`src/rtl/spla_bist_pkg.sv`:
```
// rtl/spla_bist_pkg.sv - shared types, default polynomials and signature step for the spla BIST harness
package spla_bist_pkg;

  typedef enum logic [1:0] {
    ST_IDLE  = 2'd0,
    ST_APPLY = 2'd1,
    ST_DRAIN = 2'd2,
    ST_DONE  = 2'd3
  } bist_state_e;

  localparam logic [15:0] DEF_SIG_POLY  = 16'h1021;
  localparam logic [15:0] DEF_LFSR_POLY = 16'hB400;

  // One serial signature shift: left shift, polynomial feedback from the msb, response into the lsb.
  function automatic logic [15:0] sig_step(input logic [15:0] sig,
                                           input logic        bit_in,
                                           input logic [15:0] poly);
    return {sig[14:0], 1'b0} ^ (sig[15] ? poly : 16'h0000) ^ {15'b0, bit_in};
  endfunction

endpackage

```
`src/rtl/spla_sig_reg.sv`:
```
// rtl/spla_sig_reg.sv - 16-bit serial signature register plus ones counter with clear and enable
module spla_sig_reg
  import spla_bist_pkg::*;
#(
  parameter int          ONES_W   = 17,
  parameter logic [15:0] SIG_POLY = DEF_SIG_POLY
) (
  input  logic              clk,
  input  logic              rst_n,
  input  logic              clr,
  input  logic              en,
  input  logic              bit_in,
  output logic [15:0]       sig,
  output logic [ONES_W-1:0] ones
);

  // Clear wins over compaction so a new run always starts from zero.
  always_ff @(posedge clk or negedge rst_n) begin
    if (!rst_n) begin
      sig  <= '0;
      ones <= '0;
    end else if (clr) begin
      sig  <= '0;
      ones <= '0;
    end else if (en) begin
      sig  <= sig_step(sig, bit_in, SIG_POLY);
      ones <= ones + ONES_W'(bit_in);
    end
  end

endmodule

```
`src/rtl/spla_bist_harness.sv`:
```
// rtl/spla_bist_harness.sv - pattern source, run FSM and response compaction around the spla y0 cone
module spla_bist_harness
  import spla_bist_pkg::*;
#(
  parameter int               WIDTH     = 16,
  parameter int               RESP_LAT  = 0,
  parameter logic [15:0]      SIG_POLY  = DEF_SIG_POLY,
  parameter logic [WIDTH-1:0] LFSR_POLY = WIDTH'(DEF_LFSR_POLY)
) (
  input  logic             clk,
  input  logic             rst_n,
  input  logic             start_i,
  input  logic             abort_i,
  input  logic             mode_i,
  input  logic [WIDTH-1:0] seed_i,
  input  logic [WIDTH:0]   n_pat_i,
  output logic [WIDTH-1:0] stim_o,
  input  logic             resp_i,
  output logic             busy_o,
  output logic             done_o,
  output logic [15:0]      sig_o,
  output logic [WIDTH:0]   ones_o
);

  bist_state_e      state, state_n;
  logic             mode_q;
  logic [WIDTH:0]   rem;
  logic [1:0]       dcnt;
  logic             start_acc;
  logic             pat_valid;
  logic             comp_en;
  logic             last_pat;
  logic [WIDTH-1:0] seed_adj;
  logic [WIDTH-1:0] stim_next;

  // An all-zero seed would lock the LFSR, so it is promoted to 1.
  assign seed_adj  = (seed_i == '0) ? WIDTH'(1) : seed_i;
  assign stim_next = mode_q ? ((stim_o >> 1) ^ (stim_o[0] ? LFSR_POLY : '0))
                            : stim_o + WIDTH'(1);
  assign last_pat  = (rem == (WIDTH+1)'(1));
  // A pattern is on stim_o in every APPLY cycle; an aborting edge issues nothing.
  assign pat_valid = (state == ST_APPLY) && !abort_i;

  // State register.
  always_ff @(posedge clk or negedge rst_n) begin
    if (!rst_n) state <= ST_IDLE;
    else        state <= state_n;
  end

  // Next-state and status decode; abort overrides every other transition.
  always_comb begin
    state_n   = state;
    start_acc = 1'b0;
    busy_o    = (state == ST_APPLY) || (state == ST_DRAIN);
    done_o    = (state == ST_DONE);
    if (abort_i) begin
      state_n = ST_IDLE;
    end else begin
      case (state)
        ST_IDLE, ST_DONE: begin
          if (start_i) begin
            start_acc = 1'b1;
            state_n   = (mode_i && n_pat_i == '0) ? ST_DONE : ST_APPLY;
          end
        end
        ST_APPLY: begin
          if (last_pat) state_n = (RESP_LAT == 0) ? ST_DONE : ST_DRAIN;
        end
        ST_DRAIN: begin
          if (dcnt == 2'd0) state_n = ST_DONE;
        end
        default: state_n = ST_IDLE;
      endcase
    end
  end

  // Pattern source and remaining-pattern counter; the last pattern stays on stim_o after the run.
  always_ff @(posedge clk or negedge rst_n) begin
    if (!rst_n) begin
      stim_o <= '0;
      rem    <= '0;
      mode_q <= 1'b0;
    end else if (start_acc) begin
      mode_q <= mode_i;
      stim_o <= mode_i ? seed_adj : '0;
      rem    <= mode_i ? n_pat_i : {1'b1, {WIDTH{1'b0}}};
    end else if (pat_valid) begin
      rem <= rem - (WIDTH+1)'(1);
      if (!last_pat) stim_o <= stim_next;
    end
  end

  // Drain countdown, preloaded so that DRAIN lasts exactly RESP_LAT cycles.
  always_ff @(posedge clk or negedge rst_n) begin
    if (!rst_n)                             dcnt <= '0;
    else if (state == ST_DRAIN && !abort_i) dcnt <= dcnt - 2'd1;
    else                                    dcnt <= 2'(RESP_LAT - 1);
  end

  generate
    if (RESP_LAT == 0) begin : g_nolat
      assign comp_en = pat_valid;
    end else begin : g_lat
      logic [RESP_LAT-1:0] vline;
      // Valid bit follows each pattern through the cone's pipeline; abort discards in-flight responses.
      always_ff @(posedge clk or negedge rst_n) begin
        if (!rst_n) begin
          vline <= '0;
        end else if (abort_i) begin
          vline <= '0;
        end else begin
          vline[0] <= pat_valid;
          for (int i = 1; i < RESP_LAT; i++) vline[i] <= vline[i-1];
        end
      end
      assign comp_en = vline[RESP_LAT-1] && !abort_i;
    end
  endgenerate

  spla_sig_reg #(
    .ONES_W   (WIDTH + 1),
    .SIG_POLY (SIG_POLY)
  ) u_sig (
    .clk    (clk),
    .rst_n  (rst_n),
    .clr    (start_acc),
    .en     (comp_en),
    .bit_in (resp_i),
    .sig    (sig_o),
    .ones   (ones_o)
  );

endmodule

```
`config.mk`:
```
export PLATFORM = sky130hd
export DESIGN_NAME = spla_bist_harness
export DESIGN_NICKNAME = d
export VERILOG_FILES = /design/src/rtl/spla_bist_pkg.sv /design/src/rtl/spla_sig_reg.sv /design/src/rtl/spla_bist_harness.sv
export SDC_FILE = /design/constraint.sdc
export NUM_CORES = 1
export LEC_CHECK = 0
export BUFFER_PORTS_ARGS = -buffer_cell sky130_fd_sc_hd__buf_2
export CAP_MARGIN = 20
export CORE_MARGIN = 1
export CORE_UTILIZATION = 31
export DETAILED_ROUTE_END_ITERATION = 10
export PLACE_DENSITY = 0.53
export SETUP_SLACK_MARGIN = 0.4
export SLEW_MARGIN = 20
export SYNTH_ARGS = -nofsm -noshare
export SYNTH_HDL_FRONTEND = slang
export SYNTH_SLANG_ARGS = --single-unit
```
`constraint.sdc`:
```
create_clock -name clk -period 2.6 [get_ports clk]
set_clock_uncertainty 0.2 [all_clocks]
set_input_delay 0.26 -clock clk [delete_from_list [all_inputs] [get_ports clk]]
set_output_delay 0.26 -clock clk [all_outputs]
set_load 0.02 [all_outputs]
```
Yosys cells after proc, flatten, opt, wreduce, memory -nomap -nowiden
Cells that the tools add are included.

Bits in registers: 71. Latch bits: 0. RAM bits: 0. Memory bits (read-only): 0. Bits of input ports: 39. Output and inout bits: 51. Logic and storage cells: 60. Memories: 0.

$add $sub $neg: 4. Multipliers: 0. Divide/modulo/power cells: 0. Magnitude comparators: 0. Eq/ne operators: 8. Shift operators: 0. Mux-type cells: 25. Bitwise gates (word level): 3. Reduce and logical (&&, ||, !) cells: 13.

Operators with widths (count): $mux W16 (9); $mux W17 (5); $add A17 B1 Y17 (1); $eq A17 B1 Y1 const B (1); $logic_not A17 Y1 (1); $sub A17 B1 Y17 const B (1); $add A16 B1 Y16 const B (1); $logic_not A16 Y1 (1); $xor A15 B16 Y16 (1); $xor A16 B1 Y16 (1); $xor A16 B16 Y16 (1); $mux W13 (1); $mux W2 (6); $ne A3 B3 Y1 const B (2); $pmux W2 S3 (1); $eq A2 B2 Y1 const B (2); $logic_not A2 Y1 (2); $logic_and A1 B1 Y1 (3); $mux W1 (3); $ne A3 B2 Y1 const B (1); $reduce_and A3 Y1 (1); $eq A2 B1 Y1 const B (1); $ne A2 B2 Y1 const B (1); $reduce_and A2 Y1 (1); other kinds (5) (5).

Logic depth before layout (Yosys ltp)
Word-level depth: 6. Mapped depth: 9. Depth with buffers taken out: 7.

Cells and area by module
From an unflattened synthesis, not the netlist that was laid out.

Cell total of the unflattened synthesis: 453. Area, all modules: 4275.4 sq um.

By module, submodules not included: spla_bist_harness (instances 1, cells each 309, area each 2721.4 sq um, sequential area each 950.9 sq um); spla_sig_reg (instances 1, cells each 144, area each 1554.0 sq um, sequential area each 825.8 sq um).

Worst setup path after synthesis
No wires, ideal clock.

Path kind: register to register. From: register state[0]. To: register rem[0]. Library setup time: 0.134 ns. Arrival time: 1.856 ns. Data required time: 2.266 ns. Setup slack: 0.410 ns. Cell stages (with the launch flop): 9. Path buffers: 4. Period minus slack after synthesis: 2.190 ns. Cells stage by stage: dfrtp_1 > inv_1 > ha_1 > and3b_1 > clkbuf_1 > buf_2 > buf_2 > clkbuf_1 > o21ai_0.

Cells in the longest elaborated chain, start to end: 5. Elaborated cells between the ends (all ways): 9. Classes of those cells: 2 x eq/ne; 3 x mux; 4 x reduce/logical.

Ends and longest elaborated chain: start, declared (line spla_bist_harness.sv:25) `bist_state_e state, state_n;`; start signal, assigned (line spla_bist_harness.sv:47) `else state <= state_n;`; $eq A2 B2 Y1 / $logic_not A2 Y1 (equally long branches) (line spla_bist_harness.sv:59) `case (state)`; $reduce_or A2 Y1 (line spla_bist_harness.sv:59); $mux W1 (line spla_bist_harness.sv:59); $mux W1 (line spla_bist_harness.sv:56) `if (abort_i) begin`; $mux W17 / $reduce_bool A2 Y1 (equally long branches); end signal, assigned (line spla_bist_harness.sv:86) `rem <= mode_i ? n_pat_i : {1'b1, {WIDTH{1'b0}}};`; end signal, assigned (line spla_bist_harness.sv:88) `rem <= rem - (WIDTH+1)'(1);`; end, declared (line spla_bist_harness.sv:27) `logic [WIDTH:0] rem;`.

Several ways; a longest one is shown, not always the timed one. A chain may end at the register's enable or synchronous reset.

Final worst setup path
From: register state[0]. To: register stim_o[13].

Cells in the longest elaborated chain, start to end: 6. Elaborated cells between the ends (all ways): 11. Classes of those cells: 3 x eq/ne; 3 x mux; 5 x reduce/logical.

Ends and longest elaborated chain: $eq A2 B2 Y1 / $logic_not A2 Y1 (equally long branches) (line spla_bist_harness.sv:59); $reduce_or A2 Y1 (line spla_bist_harness.sv:59); $mux W1 (line spla_bist_harness.sv:59); $mux W1 (line spla_bist_harness.sv:56); $ne A2 B2 Y1 (no source line) / $reduce_bool A2 Y1 (equally long branches); $reduce_and A2 Y1 (no source line); end signal, assigned (line spla_bist_harness.sv:85) `stim_o <= mode_i ? seed_adj : '0;`; end signal, assigned (line spla_bist_harness.sv:89) `if (!last_pat) stim_o <= stim_next;`; end, declared (line spla_bist_harness.sv:17) `output logic [WIDTH-1:0] stim_o,`.

Several ways; a longest one is shown, not always the timed one.

==> flow_summary.json <==
{
  "ys_seq_area_frac": 0.4295,
  "vias": 4079,
  "use_met2": 0.2936,
  "max_freq_mhz": 460.0,
  "status": "complete, no violations",
  "synth_ff_type": "dfrtp_1",
  "setup-violations-final": 0,
  "dpl.hpwl_um": 8171,
  "synthArstFlopShare": 1.000,
  "required_ns": 2.62,
  "via_per_inst": 5.203,
  "fillerInstances": 1318,
  "vdd_drop_max_mv": 0.4211,
  "crit_type": "register to register",
  "p_per_area_nw_per_um2": 1045,
  "yosys.area.top_type_share": 0.4295,
  "dr.first_iter.drc_count": 261,
  "met1_usage": 0.2336,
  "cts_buffer_depth": 2,
  "crit_slowest_cell": "dfrtp_1",
  "gp_congestion": 0.8779,
  "clock_latency_ns": 0.34,
  "drc": 0,
  "cap_violations": 0,
  "ys_ff_latch": 71,
  "die_h_um": 117.5,
  "insertedDiodeCount": 0,
  "drtAntennaViolNets": 0,
  "wl_per_cell_um": 15.37,
  "yosysWarningCount": 0,
  "grt_max_degree": 72,
  "cts_made_buffers": 9,
  "cp-start-kind": "register",
  "overflow": 0,
  "num_rows": 41,
  "cts_root_buffer": "clkbuf_16",
  "avgSynthCellArea_um2": 8.654,
  "tightest_slew_ns": 0.4212,
  "total_power_mw": 5.883,
  "dieArea_um2": 13810,
  "syn_nets": 526,
  "period_needed_ns": 2.174,
  "final_util": 0.4390,
  "hold_violations": 0,
  "clock-sinks": 71,
  "path_clk_slew_ns": 0.06,
  "drive_gt1_frac": 0.2925,
  "report.final.slew_viol_count": 0,
  "synth_cell_types": 62,
  "core_um2": 12820,
  "dp_worst_setup_slack_ns": 0.2067,
  "grt_pass1_vias": 3989,
  "synth_edf_count": 0,
  "design_area_um2": 5630,
  "total_leakage_power_nw": 2.497,
  "fin_ws_ns": 0.4259,
  "use_met3": 0.03924,
  "cp_max_fo": 7,
  "routed_wirelength_um": 12050,
  "drt_first_pass_iters": 5,
  "cts_tree": "yes",
  "period_share": 0.8362,
  "crit_chain": "inv_2, ha_4, nand3b_1, nand2_2, o31ai_4, buf_6, clkbuf_16, a21o_4, a22o_1",
  "ioPinCount": 90,
  "netlist_top_cells_area": "dfrtp_1 43%, nand2_1 6.5%, a21oi_1 4.7%",
  "io_buffers": 89,
  "syn_area_um2": 4136,
  "grt_pass1_wl_um": 20010,
  "yosys.area.top_type": "dfrtp_1",
  "die_x_um": 117.5,
  "slew_headroom": 0.7170,
  "area_growth_syn_to_layout_pct": 36.12,
  "finalNetCount": 655,
  "grt_usage": 0.1781,
  "critical_path_buf_inv_count": 3,
  "crit_path_end_kind": "register",
  "rsz0062_at_grt": "yes",
  "finalSetupTns_ns": 0,
  "place_area_um2": 4842,
  "critPathMaxStageDelay_ns": 0.39,
  "initial_core_util": 0.3225,
  "cp_top_family": "compound AO/OA/AOI/OAI gates",
  "cp.arrival_ns": 2.20,
  "antenna_found_initial": 0,
  "syn_inst": 478,
  "h-tree-depth": 3,
  "grt-busiest-layer": "met2",
  "hp-class": "primary input to register"
}
[cell type report]
cell class              instances  area, µm²  area share
multi-input cells             363       2277      0.4044
flip-flops and latches         71       1779      0.3160
repair buffers                146      991.0      0.1760
clock buffers                  11      242.7     0.04311
well taps                     172      215.2     0.03822
clock inverters                 5      65.06     0.01156
inverters                      16      60.06     0.01067
[cell families (layout without fill, tap and decap cells)]
kind of cell	count (synthesis)	in the layout	share of synthesized area
compound gates	132	132	0.2081
fa+ha+maj	9	9	0.02722
simple gates	195	195	0.2314
flops	71	71	0.4295
xor+xnor	25	25	0.05293
buf+inv	44	178	0.04567
mux	2	2	0.005142
[what timing repair did]
item | CTS | global route
pin swaps | 2 | 6
hold buffers | 14 | 0
cloned | 0 | 2
setup buffers | 3 | 17
hold endpoints to repair | 84 | 0
gates resized for setup | 8 | 33
setup endpoints to repair | 25 | 52
[metal layers]
layer	routed length, µm	share of wire
met1	5445	0.45
met3	689	0.057
met4	231	0.019
met2	5682	0.47
met5	0	0
[synth_stat cells (all sizes together), types with 9 or more instances]
cell and instances:
nand2 72, nor3 9, nor4 14, clkbuf 21
dfrtp 71, a21oi 41, inv 16, ha 9
xnor2 17, nor2 40, nand3 22, o21ai 38
[power by group]
part	internal [mW]	switching, mW
clock network	0.780	0.501
logic	1.21	1.54
registers	1.45	0.410
total	3.44	2.45
[through the flow]
stage          std cells  hold WS [ns]
4_1_cts              765      0.007197
2_1_floorplan        478       -0.2356
5_1_grt              784       0.02668
3_5_place_dp         732        0.1236
3_3_place_gp         732        0.1271
6_report             784       0.01242
[worst register-to-register path, cell delays in order, from the launching register on]
cell,delay (ns)
dfrtp_1,0.39
inv_2,0.07
ha_4,0.29
nand3b_1,0.22
nand2_2,0.18
o31ai_4,0.09
buf_6,0.14
clkbuf_16,0.16
a21o_4,0.17
a22o_1,0.17
[registers in the layout, summed over array words and instances, names as in the netlist]
name	cells
u_sig.sig	16
mode_q	1
u_sig.ones	17
rem	17
state	2
stim_o	16
dcnt	2
[placed cells by master (no fill, tap or decap), types with 3 or more instances in the layout]
cell type / Yosys / routed
a211oi_1: 3 / 3
a21oi_1: 39 / 39
a22oi_1: 5 / 4
a31oi_1: 5 / 4
a32oi_1: 5 / 5
and3_1: 3 / 3
and4_1: 3 / 3
buf_2: 4 / 89
buf_4: 0 / 34
buf_6: 2 / 4
clkbuf_16: 0 / 11
dfrtp_1: 71 / 69
dlygate4sd3_1: 0 / 14
ha_1: 9 / 8
inv_1: 16 / 15
nand2_1: 72 / 70
nand2b_1: 4 / 4
nand3_1: 22 / 21
nand4_1: 8 / 8
nor2_1: 40 / 38
nor3_1: 9 / 9
nor4_1: 13 / 12
o211ai_1: 3 / 3
o21ai_0: 37 / 32
o21ai_1: 1 / 6
o311ai_1: 0 / 5
o31a_1: 3 / 3
o31ai_1: 4 / 3
or3_1: 6 / 6
xnor2_1: 17 / 17
xor2_1: 8 / 8
[path summary, 6_finish.rpt]
| kind | start | to | slack [ns] | cells past startpoint |
|---|---|---|---|---|
| min in group asynchronous | rst_n | stim_o[12] | 0.26 | 3 |
| worst min register to register | dcnt[0] | dcnt[0] | 0.23 | 1 |
| max in group asynchronous | rst_n | u_sig.ones[8] | 1.59 | 3 |
| worst min-delay path | n_pat_i[0] | rem[0] | 0.01 | 3 |
| worst max-delay path | state[0] | stim_o[13] | 0.43 | 9 |
| worst max register to register | state[0] | stim_o[13] | 0.43 | 9 |
No activity file was read; power rests on OpenSTA's default activity.
